$ cat src/rtl/serial_pkg.sv
// serial_pkg: receiver FSM state encoding and frame bit levels shared by both link ends
package serial_pkg;
  typedef enum logic [2:0] {IDLE, START, DATA, PAR, STOP, BRK} rx_state_t;
  localparam logic START_BIT = 1'b0;
  localparam logic STOP_BIT  = 1'b1;
endpackage

$ cat src/rtl/sync_2ff.sv
// sync_2ff: two-flop synchronizer for one asynchronous input bit, reset to RST_VAL
module sync_2ff #(
  parameter logic RST_VAL = 1'b0
) (
  input  logic clk,
  input  logic areset_n,
  input  logic d,
  output logic q
);
  logic [1:0] ff_q, ff_d;
  always_comb ff_d = {ff_q[0], d};
  always_ff @(posedge clk or negedge areset_n)
    if (!areset_n) ff_q <= {2{RST_VAL}};
    else ff_q <= ff_d;
  assign q = ff_q[1];
endmodule

$ cat src/rtl/serial_rx_deser.sv
// serial_rx_deser: oversampled LSB-first start/stop receiver; define PARITY_RX_EN for an even-parity bit
module serial_rx_deser
  import serial_pkg::*;
#(
  parameter int DATA_W = 8,
  parameter int OVS    = 16
) (
  input  logic              clk,
  input  logic              areset_n,
  input  logic              tick,
  input  logic              rxd,
  output logic [DATA_W-1:0] q,
  output logic              valid,
  output logic              frame_err,
  output logic              parity_err,
  output logic              busy
);
  localparam int TC_W = $clog2(OVS);
  localparam int BI_W = $clog2(DATA_W + 1);
  logic              rs, tc_end, tc_half;
  rx_state_t         state_q, state_d;
  logic [TC_W-1:0]   tc_q, tc_d;
  logic [BI_W-1:0]   bi_q, bi_d;
  logic [DATA_W-1:0] sr_q, sr_d, q_q, q_d;
  logic              valid_q, valid_d, frame_err_q, frame_err_d, busy_q, busy_d;
`ifdef PARITY_RX_EN
  logic              par_q, par_d, parity_err_q, parity_err_d;
`endif
  sync_2ff #(.RST_VAL(1'b1)) u_sync (.clk(clk), .areset_n(areset_n), .d(rxd), .q(rs));
  assign tc_end  = tick && tc_q == TC_W'(OVS - 1);
  assign tc_half = tick && tc_q == TC_W'(OVS / 2 - 1);
  always_comb begin
    state_d     = state_q;
    tc_d        = tc_end ? '0 : (tick ? tc_q + 1'b1 : tc_q);
    bi_d        = bi_q;
    sr_d        = sr_q;
    q_d         = q_q;
    valid_d     = 1'b0;
    frame_err_d = 1'b0;
`ifdef PARITY_RX_EN
    par_d        = par_q;
    parity_err_d = 1'b0;
`endif
    case (state_q)
      IDLE:  if (rs == START_BIT) state_d = START;
      START: if (tc_half) state_d = rs == START_BIT ? DATA : IDLE;
      DATA: if (tc_end) begin
        sr_d = DATA_W'({rs, sr_q} >> 1);
        bi_d = bi_q + 1'b1;
`ifdef PARITY_RX_EN
        if (bi_q == BI_W'(DATA_W - 1)) state_d = PAR;
`else
        if (bi_q == BI_W'(DATA_W - 1)) state_d = STOP;
`endif
      end
`ifdef PARITY_RX_EN
      PAR: if (tc_end) begin
        par_d   = rs;
        state_d = STOP;
      end
`endif
      STOP: if (tc_end) begin
        if (rs == STOP_BIT) begin
          q_d     = sr_q;
          valid_d = 1'b1;
`ifdef PARITY_RX_EN
          parity_err_d = ^{sr_q, par_q};
`endif
          state_d = IDLE;
        end else begin
          frame_err_d = 1'b1;
          state_d     = BRK;
        end
      end
      BRK:     if (rs == STOP_BIT) state_d = IDLE;
      default: state_d = IDLE;
    endcase
    if (state_d != state_q) begin
      tc_d = '0;
      bi_d = '0;
    end
    busy_d = state_d != IDLE;
  end
  always_ff @(posedge clk or negedge areset_n)
    if (!areset_n) begin
      state_q     <= IDLE;
      tc_q        <= '0;
      bi_q        <= '0;
      sr_q        <= '0;
      q_q         <= '0;
      valid_q     <= 1'b0;
      frame_err_q <= 1'b0;
      busy_q      <= 1'b0;
`ifdef PARITY_RX_EN
      par_q        <= 1'b0;
      parity_err_q <= 1'b0;
`endif
    end else begin
      state_q     <= state_d;
      tc_q        <= tc_d;
      bi_q        <= bi_d;
      sr_q        <= sr_d;
      q_q         <= q_d;
      valid_q     <= valid_d;
      frame_err_q <= frame_err_d;
      busy_q      <= busy_d;
`ifdef PARITY_RX_EN
      par_q        <= par_d;
      parity_err_q <= parity_err_d;
`endif
    end
  assign q         = q_q;
  assign valid     = valid_q;
  assign frame_err = frame_err_q;
  assign busy      = busy_q;
`ifdef PARITY_RX_EN
  assign parity_err = parity_err_q;
`else
  assign parity_err = 1'b0;
`endif
endmodule

$ cat config.mk
export PLATFORM = sky130hd
export DESIGN_NAME = serial_rx_deser
export DESIGN_NICKNAME = d
export VERILOG_FILES = /design/src/rtl/serial_pkg.sv /design/src/rtl/sync_2ff.sv /design/src/rtl/serial_rx_deser.sv
export SDC_FILE = /design/constraint.sdc
export NUM_CORES = 1
export LEC_CHECK = 0
export CAP_MARGIN = 40
export CORE_ASPECT_RATIO = 1.2
export CORE_MARGIN = 3
export CORE_UTILIZATION = 40
export DETAILED_ROUTE_END_ITERATION = 10
export PLACE_DENSITY = 0.62
export RECOVER_POWER = 25
export SYNTH_ARGS = -nofsm -noshare
export SYNTH_HDL_FRONTEND = slang
export SYNTH_HIERARCHICAL = 1
export SYNTH_SLANG_ARGS = --single-unit
$ cat constraint.sdc
create_clock -name clk -period 1.8 [get_ports clk]
set_input_delay 0.18 -clock clk [delete_from_list [all_inputs] [get_ports clk]]
set_output_delay 0.18 -clock clk [all_outputs]
set_load 0.01 [all_outputs]
# After elaboration in Yosys (flattened, before gate mapping)
# Cells that the tools add are included.
[word_totals]
elab_cells = 50
reg_bits = 32
output_inout_bits = 12
in_bits = 4
[op_classes]
n_eq_ne = 8
n_addsub = 2
muxes = 21
n_reduce_logical = 10
[ops]
columns = ["op", "n"]
rows = [
  ["4-bit two-way mux", 6],
  ["3-bit two-way mux", 7],
  ["3-bit case mux with 5 select lines", 1],
  ["4-bit by 1-bit adder with 4-bit output (second input constant)", 2],
  ["4-bit by 3-bit equality test with 1-bit output (second input constant)", 2],
  ["3-bit equality test (second input constant)", 2],
  ["1-bit two-way mux", 6],
  ["3-bit nonzero test", 2],
  ["4-bit equality test (second input constant)", 1],
  ["2-bit AND reduction", 2],
  ["2-bit nonzero test", 2],
  ["3-bit by 1-bit equality test with 1-bit output (second input constant)", 1],
  ["3-bit by 2-bit equality test with 1-bit output (second input constant)", 1],
  ["3-bit logical NOT", 1],
  ["3-bit != test", 1],
  ["3-bit AND reduction", 1],
  ["1-bit logical AND", 2],
  ["2-bit two-way mux", 1],
]

# Longest topological paths before layout
[logic_depth]
depth_word = 7
mapped_depth = 7
mapped_depth_nobuf = 5

# Cells and area by module
# Netlist, hierarchy kept.
[by_module_without_submodules]
columns = ["mod", "seq_area_each_um2", "cells_each", "area_each_um2", "instances"]
rows = [
  ["serial_rx_deser", 750.7, 115, 1456.4, 1],
  ["sync_2ff", 52.6, 2, 52.6, 1],
]

# Worst setup path after synthesis
# Ideal clock, no wire load.
[synth_timing]
path_type = "reg2reg"
from = "reg tc_q[0]"
to = "reg q_q[0], in the netlist q[0]"
synth_period_minus_slack_ns = 1.634
path_slack_ns = 0.166
stages_incl_launch_ff = 6
arrival_ns = 1.506
setup_ns = 0.128
path_buffers = 0
path_cell_list = "dfrtp_1 > ha_1 > and4_4 > nand4_2 > nor2_4 > mux2_1"
[synth_between]
elab_chain_len = 3
[synth_rtl]
columns = ["element", "line_no", "rtl"]
rows = [
  ["start: declaration", "serial_rx_deser.sv:22", "logic [TC_W-1:0] tc_q, tc_d;"],
  ["start signal: assignment", "serial_rx_deser.sv:100", "tc_q <= tc_d;"],
  ["4-bit equality test", "serial_rx_deser.sv:30", "assign tc_end = tick && tc_q == TC_W'(OVS - 1);"],
  ["1-bit logical AND", "serial_rx_deser.sv:30", ""],
  ["3-bit AND reduction (no source line)", "-", ""],
  ["end signal: assignment", "serial_rx_deser.sv:103", "q_q <= q_d;"],
  ["end: declaration", "serial_rx_deser.sv:24", "logic [DATA_W-1:0] sr_q, sr_d, q_q, q_d;"],
]
# Every way passes these cells.
# A chain may end at the register's enable or synchronous reset.

# Worst setup path after layout
[layout_timing]
from = "reg tc_q[1]"
to = "reg q_q[5], in the netlist q[5]"
# The elaborated chain is that of the path after synthesis.

==> flow_summary_export.csv <==
group,metric,value,unit
placement,place_area,1710,µm²
sta,fmax,0.579,GHz
worst_setup_path,critPathKind,"reg2reg",
sta,finClkSkew,0.00579,ns
grt,grtUsageTotal,13.4,%
placement,hpwl,1.73,mm
detailed_routing,drtPass1Iterations,4,
worst_setup_path,critPathMaxStageDelay,0.39,ns
sta,min_period,1.73,ns
grt,met3_usage,5.27,%
grt,grt_pass1_vias,964,
worst_setup_path,end_kind,"register",
placement,place_congestion,0.796,
floorplan,row_count,23,
worst_setup_path,path_cells,"ha_2, and4_4, nand4_4, nor2_4, mux2_1",
sta,tightest_slew,0.777,ns
cts,clock_sinks,32,
placement,io_buffers,14,
pwr,vdd_drop_max,0.602,mV
sta,final-setup-viol-count,0,
worst_setup_path,cp_max_fo,5,
synthesis,yosysWarnings,6,
synthesis,synthesis.nets,123,
worst_setup_path,path_delay_family,"simple AND/OR/NAND/NOR gates",
worst_setup_path,cp.arrival,1.89,ns
layout,areaGrowthSynthToFinish,22.6,%
detailed_routing,vias,940,
sta,finalHoldViolCount,0,
synthesis,synth.distinct_cells,39,
cts,postCtsSetupBuffers,0,
cts,cts_tree,"yes",
detailed_routing,drt-total-wl,2.65,mm
cts,cts_buffer_depth,2,
synthesis,syn_inst,117,
worst_setup_path,worst_ep_required_time,1.96,ns
synthesis,synth-seq-area-share,53.2,%
floorplan,io_pins,16,
grt,antenna_found_initial,0,
floorplan,die_area,4550,µm²
hold_path,hold_class,"reg2reg",
synthesis,syn-cell-area,1510,µm²
worst_setup_path,cp_num_buf_inv,0,
cts,cts_hold_buf,0,
layout,nNetsFinal,146,
job,maxCapViolCount,0,
grt,top_usage_layer,"met2",
detailed_routing,ant_nets,0,
detailed_routing,drtIter0Drc,10,
sta,period_share,96.0,%
synthesis,yosys-top-cells-area,"dfrtp_1, mux2_1, mux2_4, dfstp_2, nor2_1",
detailed_routing,drc,0,
layout,drive_above_1_share,27.7,%
floorplan,core,3480,µm²
grt,grt-ovfl-total,0,
layout,finalNonFillerCells,191,
synthesis,synth_common_cells,"dfrtp_1, nor2_1, mux2_1",
cts,cts-root-buf,"clkbuf_8",
synthesis,synth_top_area_cell,"dfrtp_1",
layout,fin_area,1850,µm²
sta,drv_slew,0,
cts,insertion_delay,0.28,ns
outcome,status,"complete, no violations",
synthesis,synth_edf_count,0,
synthesis,synthArstFlopShare,100,%
worst_setup_path,start_kind,"register",
floorplan,fp.dieW,62.1,µm
cts,cts_made_buffers,5,
cts,path_clk_slew,0.06,ns
pwr,power_density,1030,nW/µm²
floorplan,start_util,43.3,%
grt,grt_max_degree,33,
grt,grt_pass1_wl,4.41,mm
sta,relSlewSlack,48.2,%
cts,cts-resized-gates,0,
detailed_routing,routed_via_density,4.92,
floorplan,die_y,73.3,µm
detailed_routing,wl_per_cell,13.9,µm
synthesis,yosysTopAreaCellShare,49.8,%
grt,use_met2,20.6,%
synthesis,synth.most_common_cell,"dfrtp_1",
synthesis,synth_area_per_cell,12.9,µm²
grt,met1_usage,16.5,%
pwr,leakagePower,0.870,nW
placement,place_inst,182,
layout,diodes,0,
cts,htree_levels,2,
synthesis,ys.flop_type,"dfrtp_1",
worst_setup_path,cp_slowest_cell,"dfrtp_1",
synthesis,synth_seq_cells,32,
where the power goes:
group          switching [mW]  leakage (nW)  total, mW  internal, mW
Sequential             0.0797         0.425      0.863         0.784
Combinational           0.207         0.390      0.396         0.188
Clock                   0.246        0.0552      0.656         0.410
layout make-up:
| cell class | count | area [µm²] |
|---|---|---|
| Sequential cell | 32 | 803 |
| Tap cell | 50 | 62.6 |
| Fill cell | 309 | 1630 |
| Clock buffer | 6 | 72.6 |
| Clock inverter | 2 | 35.0 |
| Multi-Input combinational cell | 77 | 676 |
| Inverter | 3 | 11.3 |
| Timing Repair Buffer | 21 | 190 |
sequential cells by signal, indices dropped and copies added (netlist names):
register / flops
bi_q: 4
busy: 1
frame_err: 1
q: 8
sr_q: 8
state_q: 3
tc_q: 4
u_sync/ff_q: 2
valid: 1
worst reg2reg max path: cells and delay by family (launching register included):
family,cells,cell delay [ns]
fa+ha+maj,1,0.20
flops,1,0.39
mux,1,0.35
simple gates,3,0.67
placed cells by master (no fill, tap or decap), types with 3 or more instances in the layout:
cell,netlist,routed
clkbuf_8,0,5
dfrtp_1,30,30
inv_1,3,3
nand2_1,6,6
nor2_2,0,3
xor2_1,4,4
mux2_4,6,6
mux2_1,8,8
clkdlybuf4s50_1,0,12
nor2_1,10,7
buf_4,2,6
o21ai_0,5,5
nand3_1,5,5
metrics by stage:
stage	setup slack, ns	power, mW	TNS (ns)	hold slack [ns]	utilization [%]
global route	-0.0123	2.04	-0.0258	0.365	53.1
finish	0.0722	1.92	0	0.355	53.1
global placement	0.0258	1.24	0	0.348	49.1
floorplan	0.166	1.11	0	-0.116	-
detailed placement	-0.0200	1.25	-0.0727	0.351	49.1
CTS	0.0606	1.93	0	0.299	52.2
metal layers:
layer	up-vias	routed length [µm]
met5	-	0
met4	0	48
met3	7	109
met2	14	1320
met1	464	1170
li1	455	-
cells by family (layout without fill, tap and decap cells):
kind of cell,after synthesis,count (layout),synth area share [%]
fa+ha+maj,2,2,1.66
simple gates,33,34,13.1
xor+xnor,4,4,2.32
flops,32,32,53.2
other cells,1,1,0.249
mux,17,17,14.0
buf+inv,9,32,4.31
compound gates,19,19,11.1
final timing paths:
| path | start | endpoint | slack (ns) | cells after the start |
|---|---|---|---|---|
| max reg2reg | tc_q[1] | q[5] | 0.07 | 5 |
| min in group asynchronous | areset_n | tc_q[3] | 0.51 | 2 |
| max | tc_q[1] | q[5] | 0.07 | 5 |
| min | u_sync/ff_q[0] | u_sync/ff_q[1] | 0.35 | 0 |
| min reg2reg | u_sync/ff_q[0] | u_sync/ff_q[1] | 0.35 | 0 |
| max in group asynchronous | areset_n | valid | 0.80 | 2 |
Note: power is estimated with default switching activity, not from simulation.
